==> config.mk <==
export PLATFORM = sky130hd
export DESIGN_NAME = clock_generator_multi
export DESIGN_NICKNAME = d
export VERILOG_FILES = /design/src/rtl/clock_generator_multi.sv
export SDC_FILE = /design/constraint.sdc
export NUM_CORES = 1
export LEC_CHECK = 0
export CORE_ASPECT_RATIO = 0.7
export CORE_MARGIN = 2
export CORE_UTILIZATION = 55
export DETAILED_ROUTE_END_ITERATION = 12
export PLACE_DENSITY = 0.72
export SYNTH_ARGS = -nofsm -noshare
export SYNTH_HDL_FRONTEND = slang
export SYNTH_SLANG_ARGS = --single-unit
==> constraint.sdc <==
create_clock -name clk -period 4.6 [get_ports clk]
set_input_delay 0.92 -clock clk [delete_from_list [all_inputs] [get_ports clk]]
set_output_delay 0.92 -clock clk [all_outputs]
set_load 0.03 [all_outputs]
==> src/rtl/clock_generator_multi.sv <==
// Multi-channel programmable clock divider: per-channel one-cycle tick and
// near-50 % square wave, with global enable, phase sync and checked writes.
module clock_generator_multi #(
    parameter int unsigned CLK_FREQ_HZ = 100_000_000,
    parameter int unsigned NUM_CH      = 4,
    parameter int unsigned CH_W        = 2,
    parameter int unsigned CNT_W       = 32,
    parameter int unsigned DEFAULT_DIV = CLK_FREQ_HZ
) (
    input  logic              clk,
    input  logic              reset,
    input  logic              en,
    input  logic              sync,
    input  logic              wr_en,
    input  logic [CH_W-1:0]   wr_ch,
    input  logic [CNT_W-1:0]  wr_div,
    output logic              wr_err,
    output logic [NUM_CH-1:0] tick,
    output logic [NUM_CH-1:0] clk_out
);

    localparam logic [CNT_W-1:0] DIV_RST  = CNT_W'(DEFAULT_DIV);
    localparam logic [CH_W:0]    NUM_CH_V = (CH_W + 1)'(NUM_CH);

    logic [CNT_W-1:0]  div_q [NUM_CH];
    logic [CNT_W-1:0]  cnt_q [NUM_CH];
    logic [NUM_CH-1:0] hit;
    logic [NUM_CH-1:0] wrap;
    logic              wr_ok;

    assign wr_ok = wr_en && ({1'b0, wr_ch} < NUM_CH_V) && (wr_div >= CNT_W'(2));

    always_comb begin
        hit  = '0;
        wrap = '0;
        for (int i = 0; i < int'(NUM_CH); i++) begin
            hit[i]  = wr_ok && (wr_ch == CH_W'(i));
            wrap[i] = (cnt_q[i] == div_q[i] - CNT_W'(1));
        end
    end

    always_ff @(posedge clk or negedge reset) begin
        if (!reset) begin
            for (int i = 0; i < int'(NUM_CH); i++) begin
                div_q[i] <= DIV_RST;
                cnt_q[i] <= '0;
            end
            tick    <= '0;
            clk_out <= '0;
            wr_err  <= 1'b0;
        end else begin
            wr_err <= wr_en && !wr_ok;
            for (int i = 0; i < int'(NUM_CH); i++) begin
                if (hit[i]) begin
                    div_q[i] <= wr_div;
                end
                // Restart (sync or fresh divide) overrides any wrap on this edge.
                if (sync || hit[i]) begin
                    cnt_q[i]   <= '0;
                    tick[i]    <= 1'b0;
                    clk_out[i] <= 1'b0;
                end else if (en) begin
                    cnt_q[i]   <= wrap[i] ? '0 : cnt_q[i] + CNT_W'(1);
                    tick[i]    <= wrap[i];
                    clk_out[i] <= (cnt_q[i] >= (div_q[i] >> 1));
                end else begin
                    tick[i] <= 1'b0;
                end
            end
        end
    end

endmodule

==> flow_metrics.tcl <==
set metrics [dict create \
    status "finished, final reports clean" \
    insertion_delay_ns 0.57 \
    hpwl_um 44000 \
    core-area_sq_mm 0.0369 \
    p_switching_mw 2.29 \
    wl_met2_um 25200 \
    via_count 18471 \
    cts_setup_buffers 0 \
    totalWireLength_um 59700 \
    p_seq_share_pct 44.1 \
    grtUsageTotal_pct 30.7 \
    max_slew.worst_pin.slew_ns 0.930 \
    synth-compound-area-share_pct 15.0 \
    cpMostUsedCell "or4_1" \
    synth-adder-area-share_pct 8.06 \
    grt_pass1_wl_um 96500 \
    synth_top_area_share_pct 26.5 \
    grt_pass1_vias 17552 \
    synthArstFlopShare_pct 100 \
    met1_length_um 27900 \
    synthMuxAreaShare_pct 7.12 \
    critPathLaunchType "flip-flop" \
    synthesis.area_sq_mm 0.0205 \
    vdd_drop_max_v 0.000294 \
    min_period_over_period_pct 90.0 \
    drc 0 \
    p_comb_share_pct 23.8 \
    drive_gt1_share_pct 11.7 \
    clkPwrFrac_pct 32.1 \
    utilization_pct 60.6 \
    highest_layer "met4" \
    critical_path_class "flip-flop to flip-flop" \
    synth_nets 2534 \
    internal_power_mw 4.55 \
    cts_inserted_buffers 27 \
    cts.sinks 265 \
    io_buffers 47 \
    crit_buf_inv 2 \
    cpPeakStageDelay_ns 0.59 \
    grt_overflow 0 \
    seq_area_frac_synth_pct 32.7 \
    worst_hold_path_type "input port to asynchronous set/reset pin" \
    yosys.area_share.simple_pct 24.3 \
    yosysWarnings 0 \
    wl_per_cell_um 20.7 \
    crit_fanout 36 \
    drv_slew 0 \
    die_w_um 235 \
    finalClockSkew_ns 0.0142 \
    crit_chain "inv_1, ha_1, nor3b_2, nand3_1, or4_1, a21boi_0, a21oi_1, or4_1, nand4b_4, buf_4, a31oi_1, mux2i_1" \
    synth_cells 2363 \
    finalSetupTns_ns 0 \
    htreeDepth 1 \
    synth_xor_area_share_pct 7.31 \
    finalSetupViolCount 0 \
    synth_seq_cells 265 \
    cts_resized 0 \
    wl_met3_um 4690 \
    critPathSlowestCell "nor3b_2" \
    layout_common_cells "217 x dfrtp_1, 202 x nand2_1, 173 x inv_1, 138 x nand3_1, 132 x ha_1" \
    synth_cell_types 82 \
    syn_to_final_growth_pct 9.20 \
    synth_top_family_by_area "simple AND/OR/NAND/NOR gates" \
    yosysTopAreaCell "dfrtp_1" \
    switching_share_pct 33.5 \
    maxCapViolations 0 \
    rsz0062_at_grt "false" \
    row_count 59 \
    fmax_ghz 0.242 \
    nets 2540 \
    vias_per_cell 6.42 \
    drtPass1Iterations 5 \
    p_per_area_mw_per_mm2 306 \
    arrival_ns 4.57 \
    die_y_um 165 \
    cts_tree "yes" \
    synthTopCellsByArea "dfrtp_1 27%, ha_1 8.1%, dfstp_2 6.2%, mux2_2 5.6%, xnor2_1 4.3%" \
    avgSynthCellArea_sq_um 8.67 \
    max_slew_margin_pct 38.0 \
    p_leak_nw 9.87 \
    cts-root-buf "clkbuf_16" \
    synth_edf_count 0 \
    crit_path_end_kind "flip-flop" \
    start_util_pct 55.5 \
    dieArea_sq_mm 0.0388 \
    grt_start_max_net_pins 114 \
    power.total_mw 6.84 \
    antenna_found_initial 1 \
    cp.required_ns 5.04 \
    io_pins 48 \
    final_common_cell "dfrtp_1" \
    synth_flop_cell "dfrtp_1" \
    cts_hold_buf 0 \
    gp_congestion 0.956 \
    drt_iter0_markers 1926 \
    min_period_ns 4.14 \
    finalHoldViolations 0 \
    ant_nets 0 \
    path_clk_slew_ns 0.06 \
    cts_buffer_depth 3 \
    path_delay_family "simple AND/OR/NAND/NOR gates" \
    holdWs_ns 0.398 \
]
[cell usage after synthesis, types with 13 or more instances]
library cell,n
a21o_1,65
a21oi_1,54
inv_1,173
a31oi_1,38
a211oi_1,24
or2_2,16
a221o_1,16
nor2b_1,27
xor2_1,70
dfstp_2,48
o211ai_1,21
clkbuf_1,92
a22o_1,13
dfrtp_1,217
buf_2,13
nand2_1,202
o31ai_1,25
or3_1,20
and3_1,41
o21ai_0,108
nor2_1,129
nand3_1,138
nor4b_1,16
mux2_2,102
or4_1,19
nor3_1,68
xnor2_1,101
mux2i_1,31
nand2b_1,18
nor4_1,61
nand4_1,81
and2_1,23
ha_1,132
nand4b_1,13
[stage by stage]
step | area, sq um | cells | setup slack, ns
CTS | 22400 | 2877 | 0.0743
finish | 22400 | 2878 | 0.461
global route | 22400 | 2878 | 0.0626
detailed placement | 21500 | 2828 | 0.109
global placement | 21500 | 2828 | 0.210
floorplan | 20500 | 2363 | 1.25
[layer usage]
metal / up-vias / GRT usage (%)
met3: 104 / 3.97
met5: - / 0
met1: 8965 / 46.2
met4: 0 / 9.61
met2: 754 / 45.8
li1: 8648 / -
[state kept, by name (all words and copies together), names as in the netlist]
name     flops
clk_out      4
cnt_q      128
div_q      128
tick         4
wr_err       1
[power by group through the flow]
stage,combinational [mW],sequential (mW),clock [mW]
after detailed placement,1.59,3.03,0
after floorplan,1.19,2.87,0
final,1.63,3.02,2.19
after global placement,1.54,3.02,0
after global routing,1.81,3.05,2.32
after CTS,1.60,3.00,2.24
[cell families after synthesis]
logic type      Yosys count
simple gates            921
flops                   265
xor+xnor                171
compound gates          450
fa+ha+maj               132
buf+inv                 291
mux                     133
[worst reg2reg max path, stage by stage (launching register included)]
cell and delay [ns]:
dfrtp_1 0.43, inv_1 0.10, ha_1 0.21, nor3b_2 0.59
nand3_1 0.22, or4_1 0.56, a21boi_0 0.16, a21oi_1 0.06
or4_1 0.49, nand4b_4 0.54, buf_4 0.36, a31oi_1 0.17
mux2i_1 0.10
[path summary, 6_finish.rpt]
kind                                 from          to  slack, ns  cells past startpoint
max in group asynchronous           reset   cnt_q[92]       3.06                      2
min in group clk                div_q[30]   div_q[30]       0.56                      1
worst min register to register  div_q[30]   div_q[30]       0.56                      1
worst max-delay path            div_q[96]  cnt_q[114]       0.46                     12
worst max register to register  div_q[96]  cnt_q[114]       0.46                     12
worst min-delay path                reset   cnt_q[41]       0.40                      1
[final cells by class]
cell class	count	area (sq um)
Sequential cell	265	6690
Inverter	174	653
Multi-Input combinational cell	1807	12700
Antenna cell	1	2.50
Clock buffer	44	800
Tap cell	488	611
Fill cell	3189	14500
Timing Repair Buffer	94	853
Clock inverter	5	50.0
Note: power is estimated with default switching activity, not from simulation.
